===== src/rtl/instruction_fetch_if.sv =====
// Fetch-stage bus: redirect input, instruction memory request/response, and decoder handoff.
// The fetch stage connects through the master modport; the environment or core uses the slave modport.
interface instruction_fetch_if #(
    parameter int XLEN = 64
);
    // A valid/ready pair transfers exactly on a rising edge where both are high. The producer
    // holds its payload stable while valid is high. The consumer may raise ready at any time.
    // mem_resp_valid has no ready: exactly one response returns per accepted request, in order.
    logic            redirect_valid;
    logic [XLEN-1:0] redirect_pc;
    logic            mem_req_valid;
    logic [XLEN-1:0] mem_req_addr;
    logic            mem_req_ready;
    logic            mem_resp_valid;
    logic [31:0]     mem_resp_data;
    logic [31:0]     ir;
    logic [XLEN-1:0] ir_pc;
    logic            ir_valid;
    logic            ir_ready;

    modport master (
        input  redirect_valid, redirect_pc, mem_req_ready, mem_resp_valid, mem_resp_data, ir_ready,
        output mem_req_valid, mem_req_addr, ir, ir_pc, ir_valid
    );

    modport slave (
        output redirect_valid, redirect_pc, mem_req_ready, mem_resp_valid, mem_resp_data, ir_ready,
        input  mem_req_valid, mem_req_addr, ir, ir_pc, ir_valid
    );
endinterface


===== src/rtl/instruction_fetch.sv =====
// Instruction fetch stage: one outstanding word read at a time, and a small {pc, word} FIFO feeding decode.
// Optional FETCH_MISALIGN_CHECK_EN adds the fetch_misaligned flag and stalls on misaligned redirects.
module instruction_fetch #(
    parameter int              XLEN       = 64,
    parameter logic [XLEN-1:0] RESET_PC   = '0,
    parameter int              FIFO_DEPTH = 2
) (
    input  logic                       clk,
    input  logic                       reset,
    instruction_fetch_if.master        bus,
`ifdef FETCH_MISALIGN_CHECK_EN
    output logic                       fetch_misaligned,
`endif
    output logic [1:0]                 fetch_state
);
    localparam int PTR_W = $clog2(FIFO_DEPTH);
    localparam int CNT_W = PTR_W + 1;
    localparam logic [31:0] NOP = 32'h0000_0013;

    typedef enum logic [1:0] {
        ST_REQ   = 2'd0,
        ST_WAIT  = 2'd1,
        ST_DRAIN = 2'd2
    } state_t;

    state_t           state, state_next;
    logic [XLEN-1:0]  pc, req_pc, load_pc;
    logic [XLEN-1:0]  fifo_pc   [FIFO_DEPTH];
    logic [31:0]      fifo_word [FIFO_DEPTH];
    logic [PTR_W-1:0] wr_ptr, rd_ptr;
    logic [CNT_W-1:0] count;
    logic             run;
    logic             halt;
    logic             req_valid, req_fire, push, pop;

`ifdef FETCH_MISALIGN_CHECK_EN
    logic misaligned_q;

    always_ff @(posedge clk) begin
        if (reset) begin
            misaligned_q <= 1'b0;
        end else if (bus.redirect_valid) begin
            misaligned_q <= |bus.redirect_pc[1:0];
        end
    end

    assign halt             = misaligned_q;
    assign load_pc          = bus.redirect_pc;
    assign fetch_misaligned = misaligned_q;
`else
    assign halt    = 1'b0;
    assign load_pc = bus.redirect_pc & ~XLEN'(3);
`endif

    // run keeps requests off during reset and for the cycle in which reset is sampled low.
    always_comb begin
        state_next = state;
        req_valid  = 1'b0;
        case (state)
            ST_REQ: begin
                req_valid = run && !halt && !bus.redirect_valid && (count < CNT_W'(FIFO_DEPTH));
                if (req_valid && bus.mem_req_ready) state_next = ST_WAIT;
            end
            ST_WAIT: begin
                if (bus.mem_resp_valid)      state_next = ST_REQ;
                else if (bus.redirect_valid) state_next = ST_DRAIN;
            end
            ST_DRAIN: begin
                if (bus.mem_resp_valid) state_next = ST_REQ;
            end
            default: state_next = ST_REQ;
        endcase
    end

    assign req_fire = req_valid && bus.mem_req_ready;
    assign push     = (state == ST_WAIT) && bus.mem_resp_valid && !bus.redirect_valid;
    assign pop      = bus.ir_valid && bus.ir_ready && !bus.redirect_valid;

    assign bus.mem_req_valid = req_valid;
    assign bus.mem_req_addr  = pc;
    assign bus.ir_valid      = (count != '0);
    assign bus.ir            = bus.ir_valid ? fifo_word[rd_ptr] : NOP;
    assign bus.ir_pc         = bus.ir_valid ? fifo_pc[rd_ptr]   : '0;
    assign fetch_state       = state;

    always_ff @(posedge clk) begin
        if (reset) begin
            state  <= ST_REQ;
            pc     <= RESET_PC;
            req_pc <= '0;
            wr_ptr <= '0;
            rd_ptr <= '0;
            count  <= '0;
            run    <= 1'b0;
        end else begin
            state <= state_next;
            run   <= 1'b1;
            if (bus.redirect_valid) begin
                pc     <= load_pc;
                wr_ptr <= '0;
                rd_ptr <= '0;
                count  <= '0;
            end else begin
                if (req_fire) begin
                    req_pc <= pc;
                    pc     <= pc + XLEN'(4);
                end
                if (push) wr_ptr <= wr_ptr + PTR_W'(1);
                if (pop)  rd_ptr <= rd_ptr + PTR_W'(1);
                case ({push, pop})
                    2'b10:   count <= count + CNT_W'(1);
                    2'b01:   count <= count - CNT_W'(1);
                    default: count <= count;
                endcase
            end
        end
    end

    // Storage needs no reset; count alone decides which entries are live.
    always_ff @(posedge clk) begin
        if (push) begin
            fifo_pc[wr_ptr]   <= req_pc;
            fifo_word[wr_ptr] <= bus.mem_resp_data;
        end
    end
endmodule


===== src/flat_wrapper.sv =====
// flat-port wrapper written by rule: the top's interface ports become plain ports
module instruction_fetch_flat 
#(
    parameter int              XLEN       = 64,
    parameter logic [XLEN-1:0] RESET_PC   = '0,
    parameter int              FIFO_DEPTH = 2
)
  (clk, reset, fetch_state, bus_redirect_valid, bus_redirect_pc, bus_mem_req_ready, bus_mem_resp_valid, bus_mem_resp_data, bus_ir_ready, bus_mem_req_valid, bus_mem_req_addr, bus_ir, bus_ir_pc, bus_ir_valid);
  instruction_fetch_if #(.XLEN(XLEN)) bus_i ();
  input  logic clk;
  input  logic reset;
  output logic [1:0] fetch_state;
  input wire logic [$bits(bus_i.redirect_valid)-1:0] bus_redirect_valid;
  input wire logic [$bits(bus_i.redirect_pc)-1:0] bus_redirect_pc;
  input wire logic [$bits(bus_i.mem_req_ready)-1:0] bus_mem_req_ready;
  input wire logic [$bits(bus_i.mem_resp_valid)-1:0] bus_mem_resp_valid;
  input wire logic [$bits(bus_i.mem_resp_data)-1:0] bus_mem_resp_data;
  input wire logic [$bits(bus_i.ir_ready)-1:0] bus_ir_ready;
  output wire logic [$bits(bus_i.mem_req_valid)-1:0] bus_mem_req_valid;
  output wire logic [$bits(bus_i.mem_req_addr)-1:0] bus_mem_req_addr;
  output wire logic [$bits(bus_i.ir)-1:0] bus_ir;
  output wire logic [$bits(bus_i.ir_pc)-1:0] bus_ir_pc;
  output wire logic [$bits(bus_i.ir_valid)-1:0] bus_ir_valid;
  assign bus_i.redirect_valid = bus_redirect_valid;
  assign bus_i.redirect_pc = bus_redirect_pc;
  assign bus_i.mem_req_ready = bus_mem_req_ready;
  assign bus_i.mem_resp_valid = bus_mem_resp_valid;
  assign bus_i.mem_resp_data = bus_mem_resp_data;
  assign bus_i.ir_ready = bus_ir_ready;
  assign bus_mem_req_valid = bus_i.mem_req_valid;
  assign bus_mem_req_addr = bus_i.mem_req_addr;
  assign bus_ir = bus_i.ir;
  assign bus_ir_pc = bus_i.ir_pc;
  assign bus_ir_valid = bus_i.ir_valid;
  instruction_fetch #(.XLEN(XLEN), .RESET_PC(RESET_PC), .FIFO_DEPTH(FIFO_DEPTH)) u_core (.clk(clk), .reset(reset), .bus(bus_i), .fetch_state(fetch_state));
endmodule

===== config.mk =====
export PLATFORM = sky130hd
export DESIGN_NAME = instruction_fetch_flat
export DESIGN_NICKNAME = d
export VERILOG_FILES = /design/src/rtl/instruction_fetch_if.sv /design/src/rtl/instruction_fetch.sv /design/src/flat_wrapper.sv
export SDC_FILE = /design/constraint.sdc
export NUM_CORES = 1
export LEC_CHECK = 0
export CAP_MARGIN = 0
export CORE_UTILIZATION = 52
export DETAILED_ROUTE_END_ITERATION = 10
export PLACE_DENSITY = 0.77
export REMOVE_ABC_BUFFERS = 1
export SETUP_SLACK_MARGIN = 0.02
export SYNTH_ARGS = -nofsm -noshare
export SYNTH_HDL_FRONTEND = slang
export SYNTH_SLANG_ARGS = --single-unit

===== constraint.sdc =====
create_clock -name clk -period 7.9 [get_ports clk]
set_input_delay 1.58 -clock clk [delete_from_list [all_inputs] [get_ports clk]]
set_output_delay 1.58 -clock clk [all_outputs]
set_load 0.005 [all_outputs]

==> reports/results.ini <==
[synth]
synth-edff-count=188
syn_inst=1214
async_reset_ff_frac=0
ys_ff_latch=320
synthFlopType=edfxtp_1
yosysUniqueCellTypes=54
synth.area.top_cells=edfxtp_1 42%, dfxtp_1 20%, mux2i_1 8.0%
ys_seq_area_frac=0.620
avgSynthCellArea_um2=11.0
synth_top_area_share=0.423
syn_area_um2=13400
synth_largest_area_cell=edfxtp_1
yosysWarnings=0

[global_route]
grt_pass1_vias=9610
antenna_found_initial=2
grt_use_total=0.254
grt_overflow=0
grt_pass1_wl_mm=52.1
grt_max_degree=94

[sta]
fin_ws_ns=3.21
maxSlewViolCount=0
fmax_ghz=0.213
max_slew_margin=0.210
tightest_slew_ns=1.18
finalSetupViolCount=0
period_needed_ns=4.69
hold_viol_final=0
setup-tns-final_ns=0
fin_skew_ns=0.0126
grt_setup_unrepaired=false
period_share=0.593

[worst_hold_path]
hold_start=u_core.req_pc[3]
hold_depth=0
whs_endpoint=u_core.fifo_pc[0][3]
min_path_type=flip-flop to flip-flop

[setup_path]
r2r-end=u_core.bus.mem_req_addr[36]
cp.required_ns=6.32
crit_fanout=49
r2r_slack_ns=4.75
worst_setup_path_end_kind=output port
arrival_ns=3.11
rr_worst_depth=6
worstSetupPathType=flip-flop to output port
r2r-start=u_core.bus.mem_req_addr[2]
cp-start-kind=flip-flop

[floorplan]
die_h_um=162
row_count=58
die_width_um=162
ioPinCount=266
dieArea_um2=26300
initial_core_util=0.531
core-area_um2=25200

[clock_tree]
cts_num_sinks=320
cts_resized=0
ctsHoldBuffers=0
clk_latency_ns=0.51
htree_num_levels=2
clk_pin_slew_worst_paths_ns=0.06
cts_tree=built
cts_buffer_depth=3
clock-root-buffer=clkbuf_16
numCtsBuffers=34
cts_setup_buffers=0

[detailed_routing]
wl_per_cell_um=18.8
drt_iter0_drc=765
drc=0
antenna_left=0
via_count=10200
vias_per_cell=5.64
routed_wl_mm=33.8
first_pass_iters=5

[place]
gp_congestion=0.793
portBuffers=259
place_hpwl_mm=21.9
dp_worst_setup_slack_ns=3.28

[power_and_ir_drop]
vdd_drop_max_uv=169
power.density_nw_per_um2=210
p_leak_nw=5.65

[run_status]
outcome=completed

[final_layout]
multi_input_area_um2=4740
nets=1547
seqCellArea_um2=8290
syn_to_final_growth_pct=29.8
final_util=0.689
nFillCells=1924
drive_above_1_share=0.0559

[run]
cap_viol_max_count=0

## cells by family after synthesis
kind of cell | synth area share
DFF | 0.620
and+or+nand+nor | 0.171
AOI/OAI and AO/OA | 0.0749
other | 0.000281
buffers and inverters | 0.0284
muxes | 0.0852
xor gates and xnor gates | 0.0177
adders and majority gates | 0.00187
## power breakdown
part           switching [mW]  leakage [nW]  internal [mW]
clock                   0.627         0.558          0.978
sequential             0.0477          2.98           1.79
combinational          0.0902          2.11          0.112
total                   0.764          5.65           2.88
## worst max-delay path, stage by stage (launching register included)
cell and delay, ns:
dfxtp_4 0.91, buf_4 0.77, mux2i_1 0.21, nor2_1 0.15, clkdlybuf4s50_1 0.51
## cell type report
class | instances | share of cell area
Clock inverter | 11 | 0.00642
Tap cell | 330 | 0.0238
Antenna cell | 3 | 0.000433
Sequential cell | 320 | 0.478
Timing Repair Buffer | 272 | 0.155
Clock buffer | 49 | 0.0596
Multi-Input combinational cell | 801 | 0.273
Inverter | 14 | 0.00303
## state kept, by name, indices dropped and copies added (netlist names), named ones only
register / flops
u_core.fifo_pc: 124
u_core.fifo_word: 64
u_core.bus.mem_req_addr: 62
u_core.req_pc: 62
u_core.count: 2
u_core.fetch_state: 2
u_core.rd_ptr: 1
u_core.run: 1
u_core.wr_ptr: 1
## layer usage
metal / up-vias / routed length [um] / global-route usage / part of all wire
li1: 4871 / - / - / -
met1: 4858 / 13700 / 0.322 / 0.41
met2: 373 / 16400 / 0.433 / 0.49
met3: 49 / 2970 / 0.0621 / 0.088
met4: 0 / 651 / 0.0716 / 0.019
met5: - / 0 / 0 / 0
## cells in the final DEF (no fill, tap or decap), types with 3 or more instances in the layout
cell             count
diode_2              3
clkinv_2             3
conb_1               4
mux2i_1            107
and3_1              11
buf_4               13
mux2_2               6
nor2_1             144
a31oi_1              5
and2_1               3
a21oi_1             78
edfxtp_1           188
dfxtp_1            131
nor3_1              22
clkbuf_16           39
o211ai_1             5
clkdlybuf4s50_1    257
clkbuf_1             8
nand2_1            182
a311o_1              3
nor4_1              23
nand4_1             31
o31ai_1              6
xor2_1              10
xnor2_1             17
o21a_1               7
o21ai_0             10
and4_1               4
clkinv_1             3
a311oi_1            11
or3_1               10
a211oi_1            17
o2111a_1             3
nor2_4               4
nand3_1             35
or4_1               12
inv_1               13
nand2b_1             5
## synthesized netlist by cell type (all sizes together) (2+ instances only)
cell	count
nand4	32
o311ai	2
nand2	183
mux2i	107
buf	13
and2	4
o211ai	5
edfxtp	188
or3	10
or4b	2
xor2	10
a211oi	17
o31a	2
mux2	6
or4	12
a311oi	11
a311o	3
ha	2
dfxtp	132
a31oi	5
xnor2	17
nor4	26
inv	14
o2111a	3
nand2b	5
o31ai	6
nor4b	2
nor2	148
and3	11
o21ai	10
a21oi	78
and4	4
nor3	22
o21a	7
nand3	35
clkbuf	69
## metrics by stage
stage | instances | power [mW] | instance area (um^2) | hold slack [ns]
2_1_floorplan | 1135 | 1.92 | 13000 | 0.425
3_3_place_gp | 1737 | 2.06 | 16200 | 0.430
3_5_place_dp | 1737 | 2.07 | 16200 | 0.437
4_1_cts | 1797 | 3.66 | 17300 | 0.447
5_1_grt | 1797 | 3.76 | 17300 | 0.450
6_report | 1800 | 3.64 | 17300 | 0.448
## worst max path at each step
stage | start | end | cells after the start | slack (ns)
3_3_place_gp | bus_redirect_valid | bus_mem_req_valid | 5 | 3.27
3_5_place_dp | bus_redirect_valid | bus_mem_req_valid | 5 | 3.28
4_1_cts | flip-flop | bus_ir_pc[49] | 4 | 3.14
5_1_grt | flip-flop | bus_ir_pc[49] | 4 | 3.05
2_1_floorplan | bus_redirect_valid | u_core.fifo_pc[0][10] | 3 | 1.56
6_report | flip-flop | bus_ir_pc[49] | 4 | 3.21
No activity file was read; power rests on OpenSTA's default activity.
